[src/rtl/diferenca_pkg.sv]
// diferenca_pkg -- shared constants for the difference display.
//   Active-low segment glyphs in {g,f,e,d,c,b,a} order.
//   Digit-index enumeration: units, tens, sign.
//   Digit count.
package diferenca_pkg;

  localparam int NUM_DIGITS = 3;

  // Scan position. The numeric value is the an[] bit that is driven low.
  typedef enum logic [1:0] {
    DIGIT_UNITS = 2'd0,
    DIGIT_TENS  = 2'd1,
    DIGIT_SIGN  = 2'd2
  } digit_idx_e;

  localparam logic [6:0] SEG_0     = 7'b1000000;
  localparam logic [6:0] SEG_1     = 7'b1111001;
  localparam logic [6:0] SEG_2     = 7'b0100100;
  localparam logic [6:0] SEG_3     = 7'b0110000;
  localparam logic [6:0] SEG_4     = 7'b0011001;
  localparam logic [6:0] SEG_5     = 7'b0010010;
  localparam logic [6:0] SEG_6     = 7'b0000010;
  localparam logic [6:0] SEG_7     = 7'b1111000;
  localparam logic [6:0] SEG_8     = 7'b0000000;
  localparam logic [6:0] SEG_9     = 7'b0010000;
  localparam logic [6:0] SEG_MINUS = 7'b0111111;
  localparam logic [6:0] SEG_BLANK = 7'b1111111;

endpackage

[src/rtl/decod7seg.sv]
// decod7seg -- combinational 4-bit value to active-low 7-segment glyph.
//   value : input  [3:0] digit value; 0-9 give the decimal glyph
//   seg   : output [6:0] {g,f,e,d,c,b,a}, active-low; 10-15 give blank
module decod7seg
  import diferenca_pkg::*;
(
  input  logic [3:0] value,
  output logic [6:0] seg
);

  always_comb begin
    seg = SEG_BLANK;
    case (value)
      4'd0: seg = SEG_0;
      4'd1: seg = SEG_1;
      4'd2: seg = SEG_2;
      4'd3: seg = SEG_3;
      4'd4: seg = SEG_4;
      4'd5: seg = SEG_5;
      4'd6: seg = SEG_6;
      4'd7: seg = SEG_7;
      4'd8: seg = SEG_8;
      4'd9: seg = SEG_9;
      default: seg = SEG_BLANK;
    endcase
  end

endmodule

[src/rtl/diferenca_display.sv]
// diferenca_display -- holds a signed magnitude (0..15 plus sign) and
// time-multiplexes it onto three active-low 7-segment digits.
//   REFRESH_DIV : clock cycles each digit stays enabled (>= 2)
//   clk         : system clock, rising edge
//   rst         : synchronous reset, active-high, priority over load
//   load        : capture strobe for S and sinal
//   S [3:0]     : unsigned magnitude
//   sinal       : sign, 1 = negative
//   seg [6:0]   : registered segment drive, active-low, {g,f,e,d,c,b,a}
//   an [2:0]    : registered digit enables, active-low; 0=units 1=tens 2=sign
// Build option: define DIFF_DISP_BLANK_EN to blank the tens digit for
// magnitudes below 10 (otherwise it shows '0').
module diferenca_display
  import diferenca_pkg::*;
#(
  parameter int REFRESH_DIV = 1000
) (
  input  logic       clk,
  input  logic       rst,
  input  logic       load,
  input  logic [3:0] S,
  input  logic       sinal,
  output logic [6:0] seg,
  output logic [2:0] an
);

  localparam int CNT_W = $clog2(REFRESH_DIV);
  localparam logic [CNT_W-1:0] CNT_MAX = CNT_W'(REFRESH_DIV - 1);

  logic [3:0]            mag_q, mag_d;
  logic                  neg_q, neg_d;
  logic [CNT_W-1:0]      cnt_q, cnt_d;
  digit_idx_e            idx_q, idx_d;
  logic [6:0]            seg_q, seg_d;
  logic [NUM_DIGITS-1:0] an_q, an_d;

  logic       tens_flag;
  logic [3:0] units_val;
  logic [3:0] tens_val;
  logic [6:0] units_seg;
  logic [6:0] tens_seg;
  logic [6:0] tens_glyph;

  decod7seg u_units (
    .value (units_val),
    .seg   (units_seg)
  );

  decod7seg u_tens (
    .value (tens_val),
    .seg   (tens_seg)
  );

  // Digit enables follow the scan index that is current before the edge.
  generate
    for (genvar gi = 0; gi < NUM_DIGITS; gi++) begin : g_an
      assign an_d[gi] = (int'(idx_q) != gi);
    end
  endgenerate

  always_comb begin
    mag_d = mag_q;
    neg_d = neg_q;
    if (load) begin
      mag_d = S;
      // A zero magnitude is never shown as negative.
      neg_d = sinal && (S != 4'd0);
    end

    cnt_d = cnt_q + CNT_W'(1);
    idx_d = idx_q;
    if (cnt_q == CNT_MAX) begin
      cnt_d = '0;
      case (idx_q)
        DIGIT_UNITS: idx_d = DIGIT_TENS;
        DIGIT_TENS:  idx_d = DIGIT_SIGN;
        default:     idx_d = DIGIT_UNITS;
      endcase
    end

    tens_flag = (mag_q >= 4'd10);
    units_val = tens_flag ? (mag_q - 4'd10) : mag_q;
    tens_val  = {3'b000, tens_flag};

`ifdef DIFF_DISP_BLANK_EN
    tens_glyph = tens_flag ? tens_seg : SEG_BLANK;
`else
    tens_glyph = tens_seg;
`endif

    case (idx_q)
      DIGIT_UNITS: seg_d = units_seg;
      DIGIT_TENS:  seg_d = tens_glyph;
      DIGIT_SIGN:  seg_d = neg_q ? SEG_MINUS : SEG_BLANK;
      default:     seg_d = SEG_BLANK;
    endcase
  end

  always_ff @(posedge clk) begin
    if (rst) begin
      mag_q <= 4'd0;
      neg_q <= 1'b0;
      cnt_q <= '0;
      idx_q <= DIGIT_UNITS;
      seg_q <= SEG_BLANK;
      an_q  <= '1;
    end else begin
      mag_q <= mag_d;
      neg_q <= neg_d;
      cnt_q <= cnt_d;
      idx_q <= idx_d;
      seg_q <= seg_d;
      an_q  <= an_d;
    end
  end

  assign seg = seg_q;
  assign an  = an_q;

endmodule

[config.mk]
export PLATFORM = sky130hd
export DESIGN_NAME = diferenca_display
export DESIGN_NICKNAME = d
export VERILOG_FILES = /design/src/rtl/diferenca_pkg.sv /design/src/rtl/decod7seg.sv /design/src/rtl/diferenca_display.sv
export SDC_FILE = /design/constraint.sdc
export NUM_CORES = 1
export LEC_CHECK = 0
export BUFFER_PORTS_ARGS = -buffer_cell sky130_fd_sc_hd__buf_2
export CORE_MARGIN = 2
export CORE_UTILIZATION = 40
export DETAILED_ROUTE_END_ITERATION = 10
export SKIP_CTS_REPAIR_TIMING = 1
export SLEW_MARGIN = 30
export SYNTH_ARGS = -nofsm -noshare
export SYNTH_HDL_FRONTEND = slang
export SYNTH_SLANG_ARGS = --single-unit
[constraint.sdc]
create_clock -name clk -period 1.8 [get_ports clk]
set_clock_uncertainty 0.15 [all_clocks]
set_input_delay 0.36 -clock clk [delete_from_list [all_inputs] [get_ports clk]]
set_output_delay 0.36 -clock clk [all_outputs]
set_load 0.05 [all_outputs]
==> results.toml, run 1 <==
[run_status]
status = "finished clean"

[cts]
cts.sinks = 27
clkSlewWorstSetupHoldPaths_ps = 140
clock_latency_ps = 320
cts_tree = "done"
cts_made_buffers = 3
cts_root_buffer = "clkbuf_4"
clockBufferDepth = 2
htreeDepth = 1

[floorplan]
fp.coreArea_mm2 = 0.00328
dieArea_mm2 = 0.00384
start_util_pct = 41.0
die-width_um = 62.0
num_rows = 21
ios = 18
fp.dieH_um = 62.0

[cells_and_area]
final_util_pct = 48.3
final_nets = 199
layout_common_cells = "dfxtp_1, nor2_1, nand2_1, buf_2, nand3_1"
design_area_mm2 = 0.00159
layout_commonest_cell = "dfxtp_1"
antenna_cells = 0
drive_gt1_share_pct = 21.6
areaGrowthSynthToFinish_pct = 18.0

[critical_path]
worst_ep_arrival_time_ps = 1710
path_max_fanout = 14
worstPathRequired_ps = 1850
end_kind = "flop"
critical_path_class = "flop to flop"
cp-start-kind = "flop"

[global_route]
antenna_found_initial = 0
grt.overflow.total = 0
grt_max_degree = 16
grt_pass1_vias = 1003
grt_pass1_wl_um = 4390
grt_usage_pct = 15.6

[sta]
final.setup.tns_ps = 0
worst_slew_pin_slew_ps = 422
max_slew_margin_pct = 71.6
max_freq_mhz = 601
fin_crit_ps = 1660
post-route-worst-setup-slack_ps = 136
period_share_pct = 92.5
finalSetupViolations = 0
grt_setup_unrepaired = "false"
hold_viol = 0
slew_viol_final = 0

[pwr]
swShare_pct = 29.9
switchingPower_mw = 0.352
leakagePower_nw = 0.618
p_int_mw = 0.827
comb_power_share_pct = 22.8
ir_drop_v = 0.000384
power_frac_seq_pct = 55.6
powerDensity_mw_per_mm2 = 743
power_frac_clock_pct = 21.6

[placement]
dp_hpwl_um = 2170
port_buffers = 17
place.gp.congestion = 0.900
dpl_cell_area_mm2 = 0.00153
post-place-ws_ps = -13.1

[logic_synthesis]
ys_seq_area_share_pct = 40.2
synth_seq_cells = 27
yosys_warnings = 0
synth.distinct_cells = 39
syn_area_mm2 = 0.00135
syn-num-nets = 175
avgSynthCellArea_um2 = 8.30
syn-instance-count = 162

[drt]
drt_iter0_markers = 46
via_per_inst = 5.13
wirelength_um = 2820
ant_nets = 0
drc = 0
drt_first_pass_iters = 6
wl_per_cell_um = 12.2
num_vias = 1186

[run]
cap_violations = 0

[hold_path]
hold_class = "primary input to flop"
-- kinds of logic after synthesis --
group / share of synthesized area [%]
simple gates: 26.0
buf+inv: 4.56
flops: 40.2
mux: 3.72
fa+ha+maj: 4.65
xor+xnor: 5.21
compound gates: 15.7
-- path summary, 6_finish.rpt --
| path | startpoint | to | slack, ps | cells past startpoint |
|---|---|---|---|---|
| setup / recovery | mag_q[2]$_SDFFE_PP0P_ | seg[3]$_SDFF_PP1_ | 140 | 7 |
| hold / removal | S[3] | mag_q[3]$_SDFFE_PP0P_ | 130 | 3 |
| setup reg to reg | mag_q[2]$_SDFFE_PP0P_ | seg[3]$_SDFF_PP1_ | 140 | 7 |
| hold reg to reg | cnt_q[0]$_SDFF_PP0_ | cnt_q[0]$_SDFF_PP0_ | 320 | 1 |
-- critical path: stages, from the launching register on --
cell and delay, ps:
dfxtp_2 350, buf_6 140, nand3_1 80, o21ai_2 80, ha_1 320, buf_4 150, a22oi_1 180, o211ai_1 100
-- cell usage after synthesis (all sizes together) --
cell,instances,area share [%]
a22oi,1,0.56
a2bb2oi,1,0.65
a21boi,1,0.56
o2bb2ai,1,0.65
and3,3,1.4
a32oi,1,0.65
a21oi,4,1.5
nand3,12,4.8
nand2b,3,1.4
inv,6,1.7
nor3b,1,0.56
nand4,2,0.93
clkbuf,4,1.1
dfxtp,27,40
nand3b,2,1.1
o31ai,1,0.56
nor3,2,0.74
or4,1,0.56
xor2,3,2.0
and4bb,1,0.93
nor2b,4,1.9
a311oi,1,0.65
o221ai,2,1.3
xnor2,5,3.3
buf,5,1.8
o211ai,2,1.1
a31oi,3,1.4
ha,5,4.7
o21ai,10,3.7
nand2,17,4.7
a22o,1,0.65
or2,1,0.65
nor2,19,5.3
mux2i,5,3.7
o21a,2,1.1
or3,2,0.93
o41ai,1,0.65
-- layout make-up --
cell class              instances  area, um^2
well taps                      46        57.6
fillers                       336        1700
clock buffers                   4        26.3
repair buffers                 28         171
multi-input cells             120         766
flip-flops and latches         27         543
inverters                       6        22.5
-- registers in the layout, summed over array words and instances (netlist names) --
name,cells
mag_q,4
idx_q,2
neg_q,1
seg,7
an,3
cnt_q,10
-- layer usage --
layer  GRT usage, %  vias up  wire length (um)
li1               -      613                 -
met1           21.4      544              1390
met2           24.7       27              1280
met3           2.48        2               121
met4           5.47        0                22
met5              0        -                 0
-- metrics by stage --
stage | cells | total power, mW | hold WS (ps)
floorplan | 162 | 0.852 | 258
global placement | 226 | 0.921 | 288
detailed placement | 226 | 0.921 | 300
CTS | 230 | 1.18 | 127
global route | 231 | 1.24 | 143
finish | 231 | 1.18 | 134
-- power by group through the flow --
stage,Sequential (mW),Clock (mW),Combinational (mW)
2_1_floorplan,0.724,0,0.128
3_3_place_gp,0.668,0,0.253
3_5_place_dp,0.668,0,0.253
4_1_cts,0.655,0.270,0.253
5_1_grt,0.663,0.289,0.292
6_report,0.656,0.254,0.269
Power figures use the tool's default switching activity.
==> inputs of run 2 (changes only) <==
--- a/config.mk
+++ b/config.mk
@@ -6,11 +6,14 @@
 export NUM_CORES = 1
 export LEC_CHECK = 0
 export BUFFER_PORTS_ARGS = -buffer_cell sky130_fd_sc_hd__buf_2
+export CORE_ASPECT_RATIO = 1.1
 export CORE_MARGIN = 2
 export CORE_UTILIZATION = 40
+export CTS_CLUSTER_SIZE = 28
 export DETAILED_ROUTE_END_ITERATION = 10
 export SKIP_CTS_REPAIR_TIMING = 1
 export SLEW_MARGIN = 30
 export SYNTH_ARGS = -nofsm -noshare
 export SYNTH_HDL_FRONTEND = slang
+export SYNTH_HIERARCHICAL = 1
 export SYNTH_SLANG_ARGS = --single-unit
==> results.toml, run 2 <==
[run_status]
status = "finished clean"

[critical_path]
critical_path.slowest_cell = "dfxtp_4"
worst_ep_arrival_time_ps = 1780
worstPathRequired_ps = 1810
crit_start = "mag_q[1]$_SDFFE_PP0P_"
cp-start-kind = "flop"
path_delay_family = "simple AND/OR/NAND/NOR gates"
end_kind = "flop"
r2r-start = "mag_q[1]$_SDFFE_PP0P_"
max_stage_delay_ps = 370
critical_path_class = "flop to flop"
crit_buf_inv = 1
path_cells = "inv_4 > ha_4 > o21a_4 > or2b_1 > a21oi_2 > nor2_1 > nor2b_4 > nor3_2 > o21ai_1"
path_max_fanout = 5

[logic_synthesis]
netlist.area_leader.share_pct = 35.5
avgSynthCellArea_um2 = 8.42
synthFlopType = "dfxtp_1"
synth_most_common_cell = "dfxtp_1"
async_flop_share_pct = 0
synthTopCellsByCount = "dfxtp_1, nor2_1, o21ai_0"
synth_top_area_cell = "dfxtp_1"
yosys_warnings = 6
ys_seq_area_share_pct = 35.5
synth.distinct_cells = 41
synth_edf_count = 0
synth_seq_cells = 27
syn_area_mm2 = 0.00152
synth_area_leaders = "dfxtp_1, ha_1, o21ai_0"
syn-instance-count = 181

[global_route]
met1_usage_pct = 17.0
grt_pass1_vias = 1242
grt_pass1_wl_um = 5310
antenna_found_initial = 0
met3_usage_pct = 2.11
use_met2_pct = 32.0
grt.busiest_layer = "met2"
grt_max_degree = 15
grt.overflow.total = 0
grt_usage_pct = 15.8

[drt]
wl_per_cell_um = 12.1
wirelength_um = 3250
num_vias = 1343
drt_iter0_markers = 46
drt_first_pass_iters = 4
drc = 0
ant_nets = 0
via_per_inst = 5.01

[cells_and_area]
areaGrowthSynthToFinish_pct = 24.4
largest_reg_flops = 10
layout_commonest_cell = "dfxtp_1"
final_util_pct = 51.9
layout_common_cells = "dfxtp_1, nor2_1, buf_2"
drive_gt1_share_pct = 27.1
final_nets = 239
regMostFlops = "cnt_q"
antenna_cells = 0
multi_input_area_um2 = 980
n_fill_cell = 374
area.sequential_um2 = 549
fin_cells = 268

[cts]
cts.sinks = 27
clkSlewWorstSetupHoldPaths_ps = 90
htreeDepth = 1
cts_made_buffers = 3
clock_latency_ps = 270
clockBufferDepth = 2
cts_tree = "done"
cts_root_buffer = "clkbuf_8"

[sta]
max_freq_mhz = 566
hold_viol = 0
fin_crit_ps = 1770
post-route-worst-setup-slack_ps = 33.9
finalSetupViolations = 0
grt_setup_unrepaired = "true"
period_share_pct = 98.1
slew_viol_final = 0
final.setup.tns_ps = 0

[hold_path]
min-delay-start = "S[0]"
hold_class = "primary input to flop"

[floorplan]
dieArea_mm2 = 0.00432
ios = 18
die-width_um = 62.9
start_util_pct = 41.7
fp.coreArea_mm2 = 0.00365
num_rows = 23
fp.dieH_um = 68.7

[placement]
dp_hpwl_um = 2500
place.gp.congestion = 0.844
post-place-ws_ps = -113
dp.cells = 261
port_buffers = 17

[pwr]
leakagePower_nw = 0.751
total_power_mw = 1.31
powerDensity_mw_per_mm2 = 689
ir_drop_v = 0.000301

[run]
cap_violations = 0
==> run 2: changes by cell type after synthesis, moves of 3 or more <==
cell	delta
nand2_1	-8
ha_1	+7
nand2b_1	+7
nand3_1	-7
inv_1	+6
o21ai_0	+6
o22a_1	+6
a21oi_1	+5
xnor2_1	-4
clkbuf_1	-3
==> run 2: final timing paths <==
check / cells after the start / slack, ps / end
worst max-delay path: 9 / 30 / seg[6]$_SDFF_PP1_
worst min-delay path: 3 / 190 / mag_q[0]$_SDFFE_PP0P_
worst max register to register: 9 / 30 / seg[6]$_SDFF_PP1_
worst min register to register: 1 / 320 / cnt_q[0]$_SDFF_PP0_
==> run 2: cell type report <==
| class | count | area share [%] |
|---|---|---|
| flip-flops and latches | 27 | 29.0 |
| well taps | 50 | 3.30 |
| clock buffers | 4 | 2.38 |
| multi-input cells | 143 | 51.7 |
| inverters | 12 | 2.64 |
| repair buffers | 32 | 11.0 |
==> run 2: stage by stage <==
step | hold slack (ps) | cell area [um^2]
floorplan | 279 | 1560
global placement | 294 | 1750
detailed placement | 309 | 1750
CTS | 184 | 1800
global route | 200 | 1900
finish | 190 | 1900
==> run 2: kinds of logic after synthesis <==
logic type	count (synthesis)	synth area share (%)
buffers and inverters	19	5.91
AND/OR/NAND/NOR	70	25.3
multiplexers	5	3.28
adder cells (fa/ha/maj)	12	9.85
flip-flops	27	35.5
other	1	0.246
AO/OA/AOI/OAI	44	18.2
XOR/XNOR	3	1.72
==> run 2: metal layers <==
layer,part of all wire (%),up-vias
met1,42,626
li1,-,692
met4,1.2,0
met2,54,21
met3,2.6,4
met5,0,-
==> run 2: power breakdown <==
group	leakage, nW	internal (mW)	switching (mW)
Clock	0.0228	0.159	0.182
Combinational	0.505	0.125	0.186
Sequential	0.224	0.631	0.0235
Total	0.751	0.915	0.391
==> run 2: worst reg2reg max path: stages (launching register included) <==
cell	delay (ps)
dfxtp_4	370
inv_4	70
ha_4	120
o21a_4	130
or2b_1	270
a21oi_2	140
nor2_1	60
nor2b_4	120
nor3_2	140
o21ai_1	80
==> inputs of run 3 (changes only) <==
--- a/config.mk
+++ b/config.mk
@@ -5,12 +5,15 @@
 export SDC_FILE = /design/constraint.sdc
 export NUM_CORES = 1
 export LEC_CHECK = 0
+export ABC_AREA = 1
 export BUFFER_PORTS_ARGS = -buffer_cell sky130_fd_sc_hd__buf_2
 export CORE_ASPECT_RATIO = 1.1
 export CORE_MARGIN = 2
 export CORE_UTILIZATION = 40
 export CTS_CLUSTER_SIZE = 28
 export DETAILED_ROUTE_END_ITERATION = 10
+export HOLD_SLACK_MARGIN = 0.12
+export RECOVER_POWER = 50
 export SKIP_CTS_REPAIR_TIMING = 1
 export SLEW_MARGIN = 30
 export SYNTH_ARGS = -nofsm -noshare
==> results.toml, run 3 <==
[hold_path]
min-delay-start = "S[0]"
min_path_cells = 3
holdPathEnd = "mag_q[0]$_SDFFE_PP0P_"
hold_class = "primary input to flop"

[logic_synthesis]
synth_seq_cells = 27
async_flop_share_pct = 0
yosys_warnings = 6
synth_top_area_cell = "dfxtp_1"
synth_edf_count = 0
synth_area_leaders = "dfxtp_1, nand2_1, ha_1"
syn-instance-count = 211
ys_seq_area_share_pct = 35.9
synth.distinct_cells = 24
synthTopCellsByCount = "nand2_1, inv_1, dfxtp_1"
synth_simple_gate_area_share_pct = 30.1
synth_mux_area_share_pct = 0
netlist.area_leader.share_pct = 35.9
synth_adder_area_share_pct = 9.98
synthFlopType = "dfxtp_1"
syn_area_mm2 = 0.00151
synth_compound_area_share_pct = 13.4
synthXorXnorAreaFrac_pct = 1.16
avgSynthCellArea_um2 = 7.13
synth_most_common_cell = "nand2_1"
synth_top_family_by_area = "simple AND/OR/NAND/NOR gates"

[drt]
m1WireLength_um = 1350
drc = 0
via_per_inst = 4.45
num_vias = 1356
dr.max_layer_used = "met4"
wl_per_cell_um = 9.88
wl_met3_um = 36
wirelength_um = 3010
met2_wirelength_um = 1540
drt_first_pass_iters = 4
ant_nets = 0
drt_iter0_markers = 65

[floorplan]
ios = 18
die-width_um = 62.5
dieArea_mm2 = 0.00427
fp.coreArea_mm2 = 0.00363
start_util_pct = 41.5
num_rows = 23
fp.dieH_um = 68.3

[cells_and_area]
layout_commonest_cell = "nand2_1"
drive_gt1_share_pct = 23.9
n_fill_cell = 402
areaGrowthSynthToFinish_pct = 25.3
antenna_cells = 0
layout_common_cells = "nand2_1, inv_1, dfxtp_1"
largest_reg_flops = 10
regMostFlops = "cnt_q"
final_nets = 276

[global_route]
antenna_found_initial = 0
grt.overflow.total = 0
grt_pass1_vias = 1251
grt_usage_pct = 15.2
grt_pass1_wl_um = 5110
grt_max_degree = 16

[pwr]
ir_drop_v = 0.000274
powerDensity_mw_per_mm2 = 702
leakagePower_nw = 0.863

[run]
cap_violations = 0

[sta]
max_slew_margin_pct = 59.9
period_share_pct = 96.0
hold_slack_ps = 172
max_freq_mhz = 579
worst_slew_pin_slew_ps = 603
hold_viol = 0
finalSetupViolations = 0
fin_crit_ps = 1730
post-route-worst-setup-slack_ps = 72.6
slew_viol_final = 0

[placement]
place.gp.congestion = 0.843
dp_hpwl_um = 2290
post-place-ws_ps = -45.4
port_buffers = 17

[cts]
cts_made_buffers = 3
cts.sinks = 27
htreeDepth = 1
clock_latency_ps = 270
clkSlewWorstSetupHoldPaths_ps = 90
cts_tree = "done"
clockBufferDepth = 2
cts_root_buffer = "clkbuf_8"

[critical_path]
timing.rr.end = "seg[3]$_SDFF_PP1_"
worstPathRequired_ps = 1820
reg2reg_depth = 13
critical_path_class = "flop to flop"
cp-start-kind = "flop"
end_kind = "flop"
worst_ep_arrival_time_ps = 1750
path_max_fanout = 4
rrSetupSlack_ps = 70
r2r-start = "mag_q[1]$_SDFFE_PP0P_"

[run_status]
status = "finished clean"
[run 3: cell count changes in the layout (fill, tap and decap cells not counted), sizes merged, moves of 8 or more]
cell / previous run / this run
buf: 32 / 16
clkbuf: 4 / 12
inv: 12 / 36
nand2: 9 / 53
nand2b: 10 / 0
nand3: 5 / 17
[run 3: kinds of logic after synthesis]
group / count (synthesis)
compound gates: 33
xor+xnor: 2
fa+ha+maj: 12
buf+inv: 37
flops: 27
other cells: 1
simple gates: 99
[run 3: through the flow]
step / util, % / instance area, um^2 / power, mW / instances / TNS [ps]
floorplan: - / 1570 / 0.880 / 226 / 0
global placement: 48.7 / 1770 / 0.958 / 300 / -38.3
detailed placement: 48.7 / 1770 / 0.956 / 300 / -48.7
CTS: 50.0 / 1810 / 1.30 / 304 / -107
global route: 52.0 / 1890 / 1.40 / 305 / -104
finish: 52.0 / 1890 / 1.32 / 305 / 0
[run 3: worst max-delay path by stage]
stage          slack, ps                  start                end  depth (start not counted)
4_1_cts              -60  mag_q[2]$_SDFFE_PP0P_  seg[3]$_SDFF_PP1_                         13
3_3_place_gp         -40  mag_q[2]$_SDFFE_PP0P_  seg[3]$_SDFF_PP1_                         13
6_report              70  mag_q[1]$_SDFFE_PP0P_  seg[3]$_SDFF_PP1_                         13
2_1_floorplan         10  mag_q[1]$_SDFFE_PP0P_  seg[3]$_SDFF_PP1_                         13
3_5_place_dp         -50  mag_q[2]$_SDFFE_PP0P_  seg[3]$_SDFF_PP1_                         13
5_1_grt              -40  mag_q[2]$_SDFFE_PP0P_  seg[3]$_SDFF_PP1_                         13
[run 3: power by group]
part	switching, mW	internal [mW]	leakage (nW)
logic	0.222	0.108	0.615
clock network	0.191	0.155	0.0255
registers	0.0160	0.632	0.223
[run 3: cell type report]
cell class | count | area (um^2) | share of cell area, %
Timing Repair Buffer | 25 | 138 | 7.30
Clock buffer | 3 | 41.3 | 2.19
Sequential cell | 27 | 543 | 28.8
Tap cell | 50 | 62.6 | 3.32
Clock inverter | 1 | 5.00 | 0.265
Multi-Input combinational cell | 162 | 957 | 50.8
Inverter | 37 | 139 | 7.37
[run 3: per-layer routing]
layer  track usage [%]  up-vias
li1                  -      736
met4              9.44        0
met2              28.5       18
met1              17.1      595
met5                 0        -
met3              1.48        7
[run 3: worst max-delay path, stage by stage, from the launching register on]
cell     delay [ps]
dfxtp_2         330
inv_2            50
nand2_4          80
nand2_4          60
inv_2            60
nand2_1          60
o21ai_2         100
inv_2            90
ha_4            270
nand2_2          60
nand3_2          70
nand2_1          40
o22ai_1         150
inv_1            50
